## src/rtl/split_pkg.sv

```systemverilog
// -----------------------------------------------------------------------------
// split_pkg
// Shared definitions for the split stimulus generator: run-state encoding,
// default geometry of the candidate word and witness buffer, the width of the
// hit counter, and a saturating-increment helper for that counter.
// -----------------------------------------------------------------------------
package split_pkg;

    // Run state of the enumeration engine
    typedef enum logic [1:0] {
        ST_IDLE = 2'd0,
        ST_RUN  = 2'd1,
        ST_DONE = 2'd2
    } state_e;

    localparam int DEF_W     = 16;
    localparam int DEF_DEPTH = 4;
    localparam int HIT_W     = 16;

    // Increment the hit counter, sticking at all-ones instead of wrapping
    function automatic logic [HIT_W-1:0] hit_sat_inc(input logic [HIT_W-1:0] v);
        logic [HIT_W-1:0] r;
        if (v == {HIT_W{1'b1}}) begin
            r = v;
        end else begin
            r = v + {{(HIT_W-1){1'b0}}, 1'b1};
        end
        return r;
    endfunction

endpackage

```

## src/rtl/split_wit_fifo.sv

```systemverilog
// -----------------------------------------------------------------------------
// split_wit_fifo
// Synchronous FIFO holding witnesses (satisfying candidates) until the
// downstream consumer takes them. A push into a full FIFO is accepted when a
// pop happens on the same edge, so a full FIFO streams without losing data.
//
// Ports
//   clk_i    clock, rising edge
//   rst_i    synchronous active-high reset, empties the FIFO
//   push_i   write data_i this cycle
//   data_i   W-bit word to write
//   pop_i    consumer takes data_o this cycle
//   data_o   oldest stored word (valid when empty_o is low)
//   full_o   DEPTH words stored
//   empty_o  no words stored
// -----------------------------------------------------------------------------
module split_wit_fifo #(
    parameter int W     = 16,
    parameter int DEPTH = 4
) (
    input  logic         clk_i,
    input  logic         rst_i,
    input  logic         push_i,
    input  logic [W-1:0] data_i,
    input  logic         pop_i,
    output logic [W-1:0] data_o,
    output logic         full_o,
    output logic         empty_o
);

    localparam int AW = (DEPTH > 1) ? $clog2(DEPTH) : 1;

    logic [W-1:0]  mem_q [DEPTH];
    logic [AW-1:0] wr_q;
    logic [AW-1:0] rd_q;
    logic [AW:0]   cnt_q;
    logic          pop_ok_s;
    logic          push_ok_s;

    assign full_o  = (cnt_q == (AW+1)'(DEPTH));
    assign empty_o = (cnt_q == (AW+1)'(0));
    assign data_o  = mem_q[rd_q];

    // A full FIFO still takes a push when the head leaves on the same edge
    assign pop_ok_s  = pop_i & ~empty_o;
    assign push_ok_s = push_i & (~full_o | pop_ok_s);

    // Pointer and occupancy update; DEPTH is a power of two so pointers wrap
    always_ff @(posedge clk_i) begin
        if (rst_i) begin
            wr_q  <= AW'(0);
            rd_q  <= AW'(0);
            cnt_q <= (AW+1)'(0);
        end else begin
            if (push_ok_s) begin
                wr_q <= wr_q + AW'(1);
            end
            if (pop_ok_s) begin
                rd_q <= rd_q + AW'(1);
            end
            case ({push_ok_s, pop_ok_s})
                2'b10:   cnt_q <= cnt_q + (AW+1)'(1);
                2'b01:   cnt_q <= cnt_q - (AW+1)'(1);
                default: cnt_q <= cnt_q;
            endcase
        end
    end

    // Storage array; contents need no reset because occupancy gates reads
    always_ff @(posedge clk_i) begin
        if (push_ok_s) begin
            mem_q[wr_q] <= data_i;
        end
    end

endmodule

```

## src/rtl/split_stim_gen.sv

```systemverilog
// -----------------------------------------------------------------------------
// split_stim_gen
// Enumerates candidate assignments lo..hi (inclusive), one per cycle, towards
// an external combinational constraint checker. Candidates the checker marks
// satisfying are queued as witnesses; a full witness buffer stalls the sweep.
// A run ends after hi is accepted or after max_hits witnesses (0 = no limit).
//
// Ports
//   clk_i, rst_i            clock and synchronous active-high reset
//   start_i                 begin a run (honoured in IDLE or DONE only)
//   lo_i, hi_i, max_hits_i  run bounds and hit limit, captured at start
//   cand_o, cand_valid_o    candidate presented to the checker
//   sat_i                   checker verdict for cand_o, same cycle
//   wit_data_o, wit_valid_o, wit_ready_i   witness stream (valid/ready)
//   busy_o, done_o, hit_count_o            run status
// -----------------------------------------------------------------------------
module split_stim_gen
    import split_pkg::*;
#(
    parameter int W     = DEF_W,
    parameter int DEPTH = DEF_DEPTH
) (
    input  logic             clk_i,
    input  logic             rst_i,
    input  logic             start_i,
    input  logic [W-1:0]     lo_i,
    input  logic [W-1:0]     hi_i,
    input  logic [7:0]       max_hits_i,
    output logic [W-1:0]     cand_o,
    output logic             cand_valid_o,
    input  logic             sat_i,
    output logic [W-1:0]     wit_data_o,
    output logic             wit_valid_o,
    input  logic             wit_ready_i,
    output logic             busy_o,
    output logic             done_o,
    output logic [HIT_W-1:0] hit_count_o
);

    state_e           state_q;
    state_e           state_d;
    logic [W-1:0]     cand_q;
    logic [W-1:0]     cand_d;
    logic [W-1:0]     hi_q;
    logic [W-1:0]     hi_d;
    logic [7:0]       maxh_q;
    logic [7:0]       maxh_d;
    logic [HIT_W-1:0] hit_q;
    logic [HIT_W-1:0] hit_d;

    logic             run_s;
    logic             start_acc_s;
    logic             fifo_full_s;
    logic             fifo_empty_s;
    logic             pop_s;
    logic             can_push_s;
    logic             push_s;
    logic             accept_s;
    logic             last_s;
    logic             limit_s;
    logic             advance_s;
    logic [HIT_W-1:0] hit_inc_s;

    assign run_s       = (state_q == ST_RUN);
    assign start_acc_s = start_i & ((state_q == ST_IDLE) | (state_q == ST_DONE));

    assign pop_s       = ~fifo_empty_s & wit_ready_i;
    assign can_push_s  = ~fifo_full_s | pop_s;
    assign push_s      = run_s & sat_i & can_push_s;
    // A non-satisfying candidate never needs buffer space, so it never stalls
    assign accept_s    = run_s & (~sat_i | can_push_s);

    assign hit_inc_s   = hit_sat_inc(hit_q);
    assign last_s      = (cand_q == hi_q);
    assign limit_s     = push_s & (maxh_q != 8'd0) &
                         (hit_inc_s == {{(HIT_W-8){1'b0}}, maxh_q});
    // cand only moves when below hi, so an all-ones hi cannot wrap it to 0
    assign advance_s   = accept_s & ~last_s & ~limit_s;

    split_wit_fifo #(
        .W     (W),
        .DEPTH (DEPTH)
    ) u_wit_fifo (
        .clk_i   (clk_i),
        .rst_i   (rst_i),
        .push_i  (push_s),
        .data_i  (cand_q),
        .pop_i   (pop_s),
        .data_o  (wit_data_o),
        .full_o  (fifo_full_s),
        .empty_o (fifo_empty_s)
    );

    // State register
    always_ff @(posedge clk_i) begin
        if (rst_i) begin
            state_q <= ST_IDLE;
        end else begin
            state_q <= state_d;
        end
    end

    // Next-state logic; an empty range (lo > hi) finishes immediately
    always_comb begin
        state_d = state_q;
        case (state_q)
            ST_IDLE, ST_DONE: begin
                if (start_i) begin
                    if (lo_i > hi_i) begin
                        state_d = ST_DONE;
                    end else begin
                        state_d = ST_RUN;
                    end
                end else begin
                    state_d = state_q;
                end
            end
            ST_RUN: begin
                if (accept_s && (last_s || limit_s)) begin
                    state_d = ST_DONE;
                end else begin
                    state_d = ST_RUN;
                end
            end
            default: state_d = ST_IDLE;
        endcase
    end

    // Status outputs decoded from the state register
    always_comb begin
        cand_valid_o = 1'b0;
        busy_o       = 1'b0;
        done_o       = 1'b0;
        case (state_q)
            ST_RUN: begin
                cand_valid_o = 1'b1;
                busy_o       = 1'b1;
            end
            ST_DONE: begin
                done_o = 1'b1;
            end
            default: begin
                cand_valid_o = 1'b0;
                busy_o       = 1'b0;
                done_o       = 1'b0;
            end
        endcase
    end

    // Datapath next values: capture on start, count pushes, step candidate
    always_comb begin
        cand_d = cand_q;
        hi_d   = hi_q;
        maxh_d = maxh_q;
        hit_d  = hit_q;
        if (start_acc_s) begin
            cand_d = lo_i;
            hi_d   = hi_i;
            maxh_d = max_hits_i;
            hit_d  = {HIT_W{1'b0}};
        end else begin
            if (push_s) begin
                hit_d = hit_inc_s;
            end else begin
                hit_d = hit_q;
            end
            if (advance_s) begin
                cand_d = cand_q + W'(1);
            end else begin
                cand_d = cand_q;
            end
        end
    end

    // Datapath registers
    always_ff @(posedge clk_i) begin
        if (rst_i) begin
            cand_q <= {W{1'b0}};
            hi_q   <= {W{1'b0}};
            maxh_q <= 8'd0;
            hit_q  <= {HIT_W{1'b0}};
        end else begin
            cand_q <= cand_d;
            hi_q   <= hi_d;
            maxh_q <= maxh_d;
            hit_q  <= hit_d;
        end
    end

    assign cand_o      = cand_q;
    assign wit_valid_o = ~fifo_empty_s;
    assign hit_count_o = hit_q;

endmodule

```

## config.mk

```make
export PLATFORM = sky130hd
export DESIGN_NAME = split_stim_gen
export DESIGN_NICKNAME = d
export VERILOG_FILES = /design/src/rtl/split_pkg.sv /design/src/rtl/split_wit_fifo.sv /design/src/rtl/split_stim_gen.sv
export SDC_FILE = /design/constraint.sdc
export NUM_CORES = 1
export LEC_CHECK = 0
export BUFFER_PORTS_ARGS = -buffer_cell sky130_fd_sc_hd__buf_4
export CAP_MARGIN = 20
export CORE_MARGIN = 4
export CORE_UTILIZATION = 40
export CTS_BUF_LIST = sky130_fd_sc_hd__clkbuf_16
export CTS_CLUSTER_SIZE = 24
export DETAILED_ROUTE_END_ITERATION = 10
export MAX_ROUTING_LAYER = met4
export PLACE_DENSITY = 0.57
export SLEW_MARGIN = 15
export SYNTH_ARGS = -nofsm -noshare
export SYNTH_HDL_FRONTEND = slang
export SYNTH_SLANG_ARGS = --single-unit
```

## constraint.sdc

```tcl
create_clock -name clk_i -period 3.1 [get_ports clk_i]
set_input_delay 0.465 -clock clk_i [delete_from_list [all_inputs] [get_ports clk_i]]
set_output_delay 0.465 -clock clk_i [all_outputs]
set_load 0.01 [all_outputs]
```

==> results summary, run 1 <==
The effective utilization at floorplan came out at 41.42%. The critical path goes through ha_2 > and4_1 > nor4b_4 > buf_4 > nand2_1 > nand4_1 > or4_4 > nand4_4 > or4_4 > a311oi_2. The insertion delay to the later sink of the worst-skew pair came out at approximately 0.41 ns. The met2 layer wire length in the routed design came out at approximately 8000 um. The floorplan has 45 rows.

The met3 routed wirelength is 729 um. Setup violations remaining at the end of the flow were counted as 0. Among all flip-flop cells after synthesis, the most frequent one is sky130_fd_sc_hd__dfxtp_1. The area of the die is 18000 um^2.

The number of sinks on the clock net is 131. The synthesized netlist cell count came out at 598. Internal power comes to around 3.5 mW. The number of hold violations in the final report came out at 0. At the worst endpoint, the required time is 3.42 ns. The shortest clock period the worst path allows after layout came out at between 2 and 3 ns. At the pin with the least slew margin, the transition time is 0.8533 ns. The cell count of the worst reg-to-reg path came out at 10. The global-route congestion overflow total came out at 0. The total I/O pin count came out at 97. Buffers inserted during clock tree synthesis total 17.

The total nets after synthesis is 667. The number of placed instances, taps included, is between 800 and 900. 0 antenna diodes ended up in the layout. In this design, the critical path's most frequently occurring cell is sky130_fd_sc_hd__or4_4. The slowest stage of the critical path is the sky130_fd_sc_hd__or4_4 cell. The fraction of registers with async set/reset came out at 0%. The number of cells in the finished layout apart from fillers came out at 925. The flop and latch count out of synthesis came out at about 130.

The run finished with clean final reports. The worst reg2reg path startpoint is hit_count_o[0]. STA classifies the critical path startpoint as a flip-flop. Clock-pin slew was measured on the worst setup and hold paths at 0.06 ns. The delay of the slowest critical-path stage is approximately 0.56 ns.

After detailed routing, the number of vias per cell comes to 5.334. Yosys mapped the design onto 64 distinct sky130hd cell types. Setup repair after global routing left no endpoint under its margin. The accumulated negative setup slack is 0 ns. The detailed-route DRC error count is 0. The areal power density over the cells came out at 595.2 nW/um^2. The portion of the clock cycle consumed by the worst path in the final layout came out at 91.93%. The number of detailed-routing iterations run before antenna repair came out at 5. The path with the worst hold slack has its endpoint at state_q[1].

The routed length per placed instance came out at 17.48 um. The via count of the first global-routing pass came out at 4933. The worst hold-check path type is in2reg. The largest net degree at the start of global routing came out at 42.

The tree is rooted in a sky130_fd_sc_hd__clkbuf_16. The share of total power in sequential cells came out at about 43%. The maximum clock skew at final layout is 0.009482 ns. Routed signal wires occupy layers up through met4.

The number of port buffers is 96. The critical path class is reg2reg. The count of final max-slew check failures is 0. The height of the die is 134.2 um.

The total area inside the core boundary comes to 15370 um^2. The average cell area after synthesis came out at approximately 11 um^2. The number of cells on the worst hold path is 2. For this run, the register share of the synthesized area comes to 51.26%.

The width of the die is 134.2 um. The maximum fanout along the worst path came out at 9. The Yosys step of the flow raised 0 warnings. The initial antenna violation count is 0.

The post-route met1 wirelength came out at 7237 um. The arrival time at the worst endpoint is 3.17 ns. The count of vias placed by the detailed router came out at 4934.

In this run the deepest clock path goes through 2 buffers. The number of buffers added to fix hold violations after cts came out at 0. The maximum resistive drop on vdd came out at 0.3566 mV. The share of power burned in the clock network is between 40% and 50%. At the end of routability-driven placement, the weighted congestion stood at 0.9218. The share of total power dissipated in combinational logic is 15.1%. The fraction of layout instances using a drive strength above 1 is 24.51%.

The worst hold path begins at start_i. The violation count after the first detailed-route iteration came out at 270. The capturing point of the worst reg2reg path is cand_o[15]. The count of max-cap constraint violations came out at 0. The post-synth design cell area came out at between 6000 and 7000 um^2.

The CTS tree is done. Of the total power, the share spent switching nets is 25.55%. The relative max-transition margin is between 40 and 50%. Counting flops with a built-in enable in the synthesized netlist gives 64. The global-route wire length before repair came out at 26190 um.

The net count of the finished layout is just under 800. The worst setup path is captured at a flip-flop. The relative area change from synthesis to final layout is 24.84%. The worst-case register-to-register setup slack came out at 0.25 ns. Across every metal layer, demand over resource in global routing totals about a fifth.

The number of nets with antenna violations after routing came out at 0. The H-tree level count came out at 4. The achievable frequency came out at 0.3509 GHz.

The number of fill cells is 1414. Summed over all cells, the static leakage comes to approximately 3.1 nW. In this run the power spent charging and discharging nets is between 1 and 1.5 mW. The detailed-route wire length came out at 16170 um. Detailed placement ended at an HPWL of 11830 um.
-- cell usage after synthesis (all sizes together) (16+ instances only) --
library cell  count  area [um^2]
a21oi            39        195.2
clkbuf           19        71.32
dfxtp            67         1341
edfxtp           64         1922
ha               23        287.8
inv              32        120.1
mux4             16        360.4
nand2            75        281.5
nor2             39        148.9
o21ai            24        120.1
xor2             25        219.0
-- flip-flops by register name, summed over array words and instances (netlist names), named ones only --
| signal | cells |
|---|---|
| cand_o | 16 |
| hi_q | 16 |
| hit_count_o | 16 |
| maxh_q | 8 |
| state_q | 2 |
| u_wit_fifo.cnt_q | 3 |
| u_wit_fifo.mem_q | 64 |
| u_wit_fifo.rd_q | 2 |
| u_wit_fifo.wr_q | 2 |
-- layout make-up --
cell class / count / area, um^2 / share of cell area, %
Inverter: 32 / 120.1 / 1.511
Clock buffer: 17 / 425.4 / 5.353
Sequential cell: 131 / 3264 / 41.07
Clock inverter: 15 / 166.4 / 2.094
Multi-Input combinational cell: 408 / 2874 / 36.16
Timing Repair Buffer: 111 / 833.3 / 10.48
Tap cell: 211 / 264.0 / 3.322
-- metal layers --
layer  track usage [%]  vias to the layer above
met5                 -                        -
met4             5.656                        0
met3             3.863                       24
met2             30.54                      133
met1             24.64                     2378
li1                  -                     2399
-- power groups by stage --
stage	Sequential (mW)	Combinational, mW	Clock, mW
floorplan	2.02	0.444	0
global placement	2.06	0.716	0
detailed placement	2.06	0.721	0
CTS	2.02	0.726	2.03
global route	2.04	0.795	2.12
finish	2.02	0.714	1.99
-- critical path: cells and delay by family, from the launching register on --
kind	cells	cell delay, ns
AND/OR/NAND/NOR	7	1.73
flip-flops	1	0.35
adder cells (fa/ha/maj)	1	0.27
AO/OA/AOI/OAI	1	0.23
buffers and inverters	1	0.19
-- metrics by stage --
| step | hold slack, ns | util, % | power (mW) | instance area (um^2) | worst slack [ns] |
|---|---|---|---|---|---|
| global placement | 0.4577 | 47.71 | 2.772 | 7333 | 0.1050 |
| CTS | 0.2447 | 51.66 | 4.784 | 7940 | 0.04672 |
| finish | 0.2570 | 51.71 | 4.731 | 7948 | 0.2500 |
| detailed placement | 0.4615 | 47.71 | 2.783 | 7333 | -0.02488 |
| floorplan | 0.4452 | - | 2.465 | 6366 | 0.2344 |
| global route | 0.2627 | 51.71 | 4.954 | 7948 | 0.02584 |
-- how the worst max path moves through the flow --
stage,start,depth (start not counted),end
after global placement,hit_count_o[0],9,cand_o[15]
after floorplan,hit_count_o[0],11,cand_o[15]
final,hit_count_o[0],10,cand_o[15]
after global routing,hit_count_o[3],9,cand_o[15]
after detailed placement,hit_count_o[0],9,cand_o[15]
after CTS,hit_count_o[0],10,cand_o[15]
-- cell families (layout without fill, tap and decap cells) --
| kind of cell | count (synthesis) | count (layout) | share of synthesized area, % |
|---|---|---|---|
| buffers and inverters | 59 | 175 | 3.773 |
| DFF | 131 | 131 | 51.26 |
| and+or+nand+nor | 214 | 214 | 17.63 |
| xor gates and xnor gates | 37 | 37 | 5.090 |
| muxes | 19 | 19 | 6.132 |
| AOI/OAI and AO/OA | 114 | 114 | 11.28 |
| adders and majority gates | 24 | 24 | 4.835 |
-- cell usage in the layout (no fill, tap or decap), types with 4 or more instances in the layout --
cell type | netlist | final
sky130_fd_sc_hd__and2_1 | 5 | 5
sky130_fd_sc_hd__a21oi_1 | 39 | 39
sky130_fd_sc_hd__mux4_2 | 16 | 16
sky130_fd_sc_hd__nor2_1 | 38 | 38
sky130_fd_sc_hd__nor4_1 | 7 | 7
sky130_fd_sc_hd__o31ai_1 | 4 | 4
sky130_fd_sc_hd__edfxtp_1 | 64 | 64
sky130_fd_sc_hd__a211oi_1 | 6 | 6
sky130_fd_sc_hd__dfxtp_1 | 67 | 66
sky130_fd_sc_hd__nor3_1 | 13 | 13
sky130_fd_sc_hd__nor2b_1 | 6 | 5
sky130_fd_sc_hd__a311oi_1 | 7 | 7
sky130_fd_sc_hd__buf_4 | 2 | 111
sky130_fd_sc_hd__xor2_1 | 25 | 25
sky130_fd_sc_hd__and3_1 | 9 | 9
sky130_fd_sc_hd__o21ai_0 | 21 | 21
sky130_fd_sc_hd__inv_1 | 31 | 32
sky130_fd_sc_hd__nand2_1 | 75 | 75
sky130_fd_sc_hd__ha_1 | 23 | 22
sky130_fd_sc_hd__nand3_1 | 12 | 12
sky130_fd_sc_hd__or3_1 | 14 | 14
sky130_fd_sc_hd__clkbuf_16 | 0 | 17
sky130_fd_sc_hd__a31oi_1 | 9 | 9
sky130_fd_sc_hd__xnor2_1 | 12 | 12
sky130_fd_sc_hd__nand4_1 | 10 | 10
-- what timing repair did --
action                                  4_1_cts  5_1_grt
gates resized for setup                       0        3
endpoints found under the setup margin        1       17
setup buffers                                 2        0
cloned                                        0        0
Note: power is estimated with default switching activity, not from simulation.
==> inputs of run 2 (changes only) <==
--- a/config.mk
+++ b/config.mk
@@ -9,7 +9,6 @@
 export CAP_MARGIN = 20
 export CORE_MARGIN = 4
 export CORE_UTILIZATION = 40
-export CTS_BUF_LIST = sky130_fd_sc_hd__clkbuf_16
 export CTS_CLUSTER_SIZE = 24
 export DETAILED_ROUTE_END_ITERATION = 10
 export MAX_ROUTING_LAYER = met4
==> run 2 against run 1 <==
  * Hold slack better by 0.00089 ns
  * Critical path type unchanged
  * Maximum frequency increased by 0.15%
  * Final cell count unchanged
==> results summary, run 2 (synthesis gave the netlist of run 1 again) <==
The achievable frequency is 0.3514 GHz (+0.15%). The switching portion of total power is 25.29% (-0.26 points). The source of the critical timing path is hit_count_o[0]. The violation count after the first detailed-route iteration is 273 (+1.1%).

The number of port buffers is 96 (unchanged). Setup repair after global routing left no endpoint under its margin. The met1 usage in global routing came to 24.62% (about the same). The share of total power in sequential cells was 42.3% (-0.5 points). The global-route congestion overflow total is 0 (unchanged). The maximum fanout along the worst path came out at 9 (unchanged).

Ranked by flip-flop count, first place goes to u_wit_fifo.mem_q. The via density per instance is 5.354 (+0.36%). The detailed-route DRC error count came out at 0 (unchanged).

The routed length per placed instance came out at 17.57 um (+0.48%). The clock-pin slew of the registers on the worst-case setup and hold paths came out at 0.06 ns (about the same). The maximum clock skew at final layout is 0.01145 ns (+0.001970 ns).

The number of sinks on the clock net came out at 131 (unchanged). In this run the clock root is driven by a sky130_fd_sc_hd__clkbuf_16. The met2 global-route usage was 30.60% (+0.056 points).

The count of max-cap constraint violations came out at 0 (unchanged). The number of hold violations in the final report came out at 0 (unchanged). The shortest clock period the worst path allows after layout is 2.846 ns (-0.004305 ns).

The via count of the first global-routing pass came out at 4937 (+0.081%). The relative area change from synthesis to final layout is 25.16%. The arrival time at the worst endpoint came to 3.17 ns (about the same).

The final net count is 770 (unchanged). The area of the die came out at 18000 um^2 (unchanged). The internal cell power was 3.575 mW (+1.5%). The power consumption came out at 4.785 mW (+1.2%). The buffer depth of the longest clock path is 2 (unchanged). The count of vias placed by the detailed router came to 4952 (+0.36%). STA classifies the critical path startpoint as a flip-flop. In this run the most critical hold path is launched from start_i.

The total inserted antenna cells is 0 (unchanged). The critical path data required time is 3.42 ns (about the same). The fraction of layout instances using a drive strength above 1 is 24.79% (+0.28 points).

The worst setup path is captured at a flip-flop. The number of detailed-routing iterations run before antenna repair came to 5 (unchanged). The setup-violating endpoint count in the final report came out at 0 (unchanged).

The H-tree level count was 4 (unchanged). In this run the most used layer during global routing was met2. The slew of the pin with the lowest slew margin came out at 0.8460 ns (-0.007345 ns). The largest net degree at the start of global routing came out at 42 (unchanged). The portion of the clock cycle consumed by the worst path in the final layout is 91.80% (-0.14 points). The height of the die is 134.2 um (unchanged). In the layout the commonest cells are 111 x sky130_fd_sc_hd__buf_4, 75 x sky130_fd_sc_hd__nand2_1, 66 x sky130_fd_sc_hd__dfxtp_1, 64 x sky130_fd_sc_hd__edfxtp_1, 39 x sky130_fd_sc_hd__a21oi_1. The maximum resistive drop on vdd came to 0.3555 mV (-0.31%). The area of the core was 15370 um^2 (unchanged).

The static leakage is 3.093 nW (+0.23%). The global-route wire length before repair came out at 26200 um (about the same). The count of final max-slew check failures is 0 (unchanged). The flow ran to the end, and the final reports show no timing, DRC or antenna violations. The post-detailed-placement half-perimeter wirelength came out at 11830 um (unchanged). The worst reg2reg path startpoint is hit_count_o[0].

The worst hold-check path type is in2reg. The total clock buffers created by CTS is 17 (unchanged). By startpoint and endpoint, the worst setup path is classified as reg2reg.

The insertion delay to the later sink of the worst-skew pair is 0.41 ns (about the same). The width of the die is 134.2 um (unchanged). The effective utilization at floorplan was 41.42% (unchanged).

The detailed-route wire length is 16250 um (+0.48%). The relative max-transition margin came to 43.60% (+0.49 points). The routability congestion estimate came out at 0.9218 (unchanged). The hold slack is 0.2579 ns (+0.0008890 ns). The worst-case register-to-register setup slack was 0.25 ns (about the same). The number of flip-flops in the largest register came out at 64 (unchanged). The number of nets with antenna violations after routing was 0 (unchanged). The initial antenna violation count came out at 0 (unchanged).

Leaving out fill and tap cells, the most frequent cell in the layout is sky130_fd_sc_hd__buf_4. The combinational group share of total power came out at 14.9% (-0.2 points). The switching component of the power came out at 1.210 mW (+0.13%). TritonCTS built the clock tree.

The number of cell rows is 45 (unchanged). The total I/O pin count came to 97 (unchanged). The share of power burned in the clock network is 42.8% (+0.6 points).

The areal power density over the cells is 600.6 nW/um^2 (+0.90%). The total global routing track utilization came out at 19.06% (about the same). The routing usage on met3 is 3.863% (unchanged).
run 2: cell count changes in the layout (fill, tap and decap cells not counted):
cell,previous run,this run
sky130_fd_sc_hd__clkbuf_1,0,1
sky130_fd_sc_hd__clkbuf_8,0,2
sky130_fd_sc_hd__clkinv_1,2,0
sky130_fd_sc_hd__inv_1,32,31
run 2: layout make-up:
type                       instances  area, um^2
fill                            1411        7403
sequential                       131        3264
multi-input combinational        408        2874
timing repair buffer             111       833.3
clock buffer                      20       456.7
tap                              211       264.0
clock inverter                    12       155.1
inverter                          32       120.1
run 2: per-stage QoR:
stage                     setup WS [ns]  TNS [ns]  utilization, %  cell area [um^2]  instances
after detailed placement       -0.02488  -0.02488           47.71              7333        891
after global routing            0.02584         0           51.84              7968        925
after global placement           0.1050         0           47.71              7333        891
after CTS                       0.04672         0           51.79              7960        925
after floorplan                  0.2344         0               -              6366        598
final                            0.2544         0           51.84              7968        925
run 2: power groups by stage:
| stage | sequential, mW | combinational [mW] | clock [mW] |
|---|---|---|---|
| CTS | 2.02 | 0.726 | 2.09 |
| global route | 2.04 | 0.795 | 2.17 |
| finish | 2.02 | 0.714 | 2.05 |
| floorplan | 2.02 | 0.444 | 0 |
| detailed placement | 2.06 | 0.721 | 0 |
| global placement | 2.06 | 0.716 | 0 |
run 2: final timing paths:
kind	end	cells after the start
max	cand_o[15]	10
min reg2reg	hi_q[8]	2
max reg2reg	cand_o[15]	10
min	state_q[1]	2
run 2: repair_timing:
item / in CTS / in global routing
setup buffers: 2 / 0
pin swaps: 0 / 0
endpoints found under the setup margin: 1 / 17
hold endpoints to repair: 0 / 0
gates resized for setup: 0 / 3
hold buffers: 0 / 0
gates cloned: 0 / 0
run 2: metal layers:
metal | vias to the layer above | wire length (um)
li1 | 2399 | -
met1 | 2395 | 7323
met2 | 136 | 8013
met3 | 22 | 680
met4 | 0 | 231
met5 | - | 0
run 2: worst max-delay path, stage by stage, from the launching register on:
cell and delay [ns]:
sky130_fd_sc_hd__dfxtp_1 0.35, sky130_fd_sc_hd__ha_2 0.27, sky130_fd_sc_hd__and4_1 0.28, sky130_fd_sc_hd__nor4b_4 0.36, sky130_fd_sc_hd__buf_4 0.19, sky130_fd_sc_hd__nand2_1 0.05, sky130_fd_sc_hd__nand4_1 0.11, sky130_fd_sc_hd__or4_4 0.20
sky130_fd_sc_hd__nand4_4 0.16, sky130_fd_sc_hd__or4_4 0.56, sky130_fd_sc_hd__a311oi_2 0.23
==> inputs of run 3 (changes only) <==
--- a/config.mk
+++ b/config.mk
@@ -12,8 +12,9 @@
 export CTS_CLUSTER_SIZE = 24
 export DETAILED_ROUTE_END_ITERATION = 10
 export MAX_ROUTING_LAYER = met4
-export PLACE_DENSITY = 0.57
+export PLACE_DENSITY = 0.56
 export SLEW_MARGIN = 15
 export SYNTH_ARGS = -nofsm -noshare
 export SYNTH_HDL_FRONTEND = slang
+export SYNTH_HIERARCHICAL = 1
 export SYNTH_SLANG_ARGS = --single-unit
==> run 3 against run 2 <==
  * Combinational power decreased by 34%
  * Clock skew up 0.0029 ns
  * Non-clock buffer count is 6 higher
  * Critical path depth increased by 1
  * Synthesized cell count increased by 5.2%
  * Count of clock-buffer cells in the layout shrank 3
==> results summary, run 3 <==
The flow ran to the end, and the final reports show no timing, DRC or antenna violations. Sorting the synthesized cells by area gives the leading types as sky130_fd_sc_hd__edfxtp_1 29%, sky130_fd_sc_hd__dfxtp_1 20%, sky130_fd_sc_hd__mux4_2 5.4%. The portion of the clock cycle consumed by the worst path in the final layout was 92.62% (+0.82 points).

The leading register cell type out of synthesis is sky130_fd_sc_hd__dfxtp_1. The H-tree level count is 4 (unchanged). The total I/O pin count was 97 (unchanged). The slew of the pin with the lowest slew margin was 0.8804 ns (+0.03440 ns).

The fraction of registers with async set/reset came to 0% (unchanged). The number of unique standard cell types used by synthesis is 62 (-3.1%). The area growth from synthesis to layout is 23.39%. The maximum fanout along the worst path is 27 (+18). The number of detailed-routing iterations run before antenna repair came out at 5 (unchanged). The worst hold-check path type is in2reg. The count of final max-slew check failures came out at 0 (unchanged). The arrival time at the worst endpoint is 3.19 ns (+0.02 ns). The most instantiated library cell after synthesis is sky130_fd_sc_hd__nand2_1.

The count of max-cap constraint violations was 0 (unchanged). The buffer depth of the longest clock path is 2 (unchanged). The top-area cell type share of the netlist area came to 28.93% (-1.3 points). The library cell used most frequently in the layout, excluding fill and tap cells, is sky130_fd_sc_hd__buf_4. The sequential share of the synthesized area came to 49.11% (-2.1 points). The areal power density over the cells came out at 539.2 nW/um^2 (-10%). The Yosys warning count came out at 6 (+6). The detailed-route DRC error count is 0 (unchanged). The achievable frequency was 0.3483 GHz (-0.89%). The number of synthesized flops with an enable pin was 64 (unchanged). The accumulated negative setup slack is 0 ns (unchanged).

The endpoint kind of the worst setup timing path is a flip-flop. The number of nets with antenna violations after routing came out at 0 (unchanged). TritonCTS built the clock tree.

The maximum resistive drop on vdd came out at 0.4018 mV (+13%). The initial antenna violation count is 0 (unchanged). The fraction of layout instances using a drive strength above 1 came out at 26.02% (+1.2 points). The total clock buffers created by CTS came out at 17 (unchanged).

The clock-pin slew of the registers on the worst-case setup and hold paths came out at 0.06 ns (about the same). The relative max-transition margin came out at 41.23% (-2.4 points). The utilization after layout is 51.05% (-0.78 points). The global-route congestion overflow total is 0 (unchanged).

The total global routing track utilization came to 19.19% (+0.13 points). The number of sinks on the clock net is 131 (unchanged). The via count of the first global-routing pass was 5162 (+4.6%).

The number of flip-flops in the largest register came out at 64 (unchanged). The setup slack of the critical path after layout came out at 0.2289 ns (-0.02542 ns). The cell count of the worst reg-to-reg path is 11 (+1).

The via density per instance came to 5.432 (+1.5%). The tree is rooted in a sky130_fd_sc_hd__clkbuf_16. The post-detailed-placement half-perimeter wirelength came out at 12040 um (+1.7%). The total inserted antenna cells is 0 (unchanged).

The critical path data required time is 3.42 ns (about the same). The hold slack came to 0.2875 ns (+0.02963 ns). The insertion delay to the later sink of the worst-skew pair is 0.42 ns (about the same). The average cell area after synthesis is 10.56 um^2 (-0.78%). The largest net degree at the start of global routing came out at 56 (+33%). The number of hold violations in the final report came out at 0 (unchanged). The shortest clock period the worst path allows after layout is 2.871 ns (+0.02542 ns). The post-synth design cell area was 6644 um^2 (+4.4%). By startpoint and endpoint, the worst setup path is classified as reg2reg.

The number of cell rows came to 46 (+2.2%). After synthesis, the most frequently instantiated cells are 71 x sky130_fd_sc_hd__nand2_1, 67 x sky130_fd_sc_hd__dfxtp_1, 64 x sky130_fd_sc_hd__edfxtp_1, 44 x sky130_fd_sc_hd__nor2_1, 40 x sky130_fd_sc_hd__a21oi_1. The detailed-route wire length came out at 16960 um (+4.4%). The height of the die was 136.9 um (+2.0%). The total nets after synthesis is 697 (+4.5%).

The area of the core came to 16060 um^2 (+4.5%). The placement-stage worst setup slack is 0.1176 ns (+0.1425 ns). The static leakage came out at 3.136 nW (+1.4%). The number of port buffers is 96 (unchanged). The area of the die came to 18740 um^2 (+4.1%). Counting flops per register, the top entry is u_wit_fifo/mem_q. The width of the die came out at 136.9 um (+2.0%).

The flop and latch count out of synthesis came to 131 (unchanged). The routability congestion estimate is 0.9229 (+0.12%). The synthesized netlist cell count came out at 629 (+5.2%). The routed length per placed instance is 17.78 um (+1.2%). The global-route wire length before repair was 26940 um (+2.8%). The effective utilization at floorplan is 41.37% (-0.042 points). STA classifies the critical path startpoint as a flip-flop. The maximum clock skew at final layout came to 0.01432 ns (+0.002868 ns). The violation count after the first detailed-route iteration is 381 (+40%). Setup repair after global routing left no endpoint under its margin. The final net count is 793 (+3.0%). The number of fill cells came out at 1444 (+2.3%). The number of cells on the worst hold path is 3 (+1). The biggest area contributor in the post-synthesis netlist is sky130_fd_sc_hd__edfxtp_1. The count of vias placed by the detailed router is 5182 (+4.6%).

The setup-violating endpoint count in the final report is 0 (unchanged). The library cells used most frequently in the layout, excluding fill and tap cells, are 116 x sky130_fd_sc_hd__buf_4, 71 x sky130_fd_sc_hd__nand2_1, 66 x sky130_fd_sc_hd__dfxtp_1, 64 x sky130_fd_sc_hd__edfxtp_1, 44 x sky130_fd_sc_hd__nor2_1.
[run 3: cell types whose count changed after synthesis, sizes merged, moves of 6 or more]
| cell | previous run | this run |
|---|---|---|
| nor3 | 14 | 8 |
| o21a | 3 | 9 |
| buf | 8 | 25 |
| or3 | 14 | 8 |
| o21ai | 24 | 17 |
| nor2 | 39 | 45 |
[run 3: timing repair]
item,4_1_cts,5_1_grt
resized for setup,0,8
buffers inserted,0,0
setup endpoints to repair,0,16
hold buffers,0,0
[run 3: kinds of logic after synthesis]
kind of cell | Yosys count | share of synthesized area, %
compound gates | 125 | 13.11
xor+xnor | 40 | 5.273
fa+ha+maj | 23 | 4.444
buf+inv | 71 | 5.216
flops | 131 | 49.11
mux | 22 | 6.328
simple gates | 217 | 16.52
[run 3: metrics by stage]
| step | instance area [um^2] | power [mW] | cells |
|---|---|---|---|
| floorplan | 6644 | 2.250 | 629 |
| global route | 8198 | 4.593 | 954 |
| CTS | 8169 | 4.462 | 954 |
| global placement | 7580 | 2.455 | 922 |
| detailed placement | 7580 | 2.465 | 922 |
| finish | 8198 | 4.420 | 954 |
[run 3: cell type report]
| class | instances | area [um^2] | area share, % |
|---|---|---|---|
| clock inverter | 15 | 163.9 | 1.999 |
| tap | 216 | 270.3 | 3.297 |
| inverter | 31 | 116.4 | 1.419 |
| sequential | 131 | 3264 | 39.82 |
| clock buffer | 17 | 425.4 | 5.189 |
| multi-input combinational | 427 | 3067 | 37.41 |
| timing repair buffer | 117 | 890.9 | 10.87 |
[run 3: per-layer routing]
| metal | wire (um) | share of wire, % | global-route usage [%] | up-vias |
|---|---|---|---|---|
| met5 | 0 | 0 | - | - |
| met4 | 278 | 1.6 | 6.652 | 0 |
| met3 | 947 | 5.6 | 3.713 | 23 |
| met2 | 8304 | 49 | 31.08 | 167 |
| met1 | 7427 | 44 | 24.20 | 2498 |
| li1 | - | - | - | 2494 |
[run 3: critical path: stages, from the launching register on]
cell and delay, ns:
sky130_fd_sc_hd__dfxtp_1 0.36, sky130_fd_sc_hd__or3_2 0.55, sky130_fd_sc_hd__inv_1 0.10, sky130_fd_sc_hd__nand2b_1 0.17, sky130_fd_sc_hd__a21o_1 0.17, sky130_fd_sc_hd__a2111oi_2 0.06
sky130_fd_sc_hd__o2111a_1 0.14, sky130_fd_sc_hd__nand4_1 0.20, sky130_fd_sc_hd__o21ai_4 0.10, sky130_fd_sc_hd__buf_12 0.16, sky130_fd_sc_hd__or4_1 0.51, sky130_fd_sc_hd__a311oi_1 0.25
[run 3: final timing paths]
check                           start  slack [ns]          to
setup reg to reg  u_wit_fifo/cnt_q[1]        0.23  cand_o[10]
setup / recovery  u_wit_fifo/cnt_q[1]        0.23  cand_o[10]
hold / removal          max_hits_i[5]        0.29   maxh_q[5]
hold reg to reg              hi_q[14]        0.47    hi_q[14]
[run 3: report_power, final]
part | switching (mW) | internal, mW
clock | 0.740 | 1.25
combinational | 0.252 | 0.216
sequential | 0.0736 | 1.89
total | 1.07 | 3.35
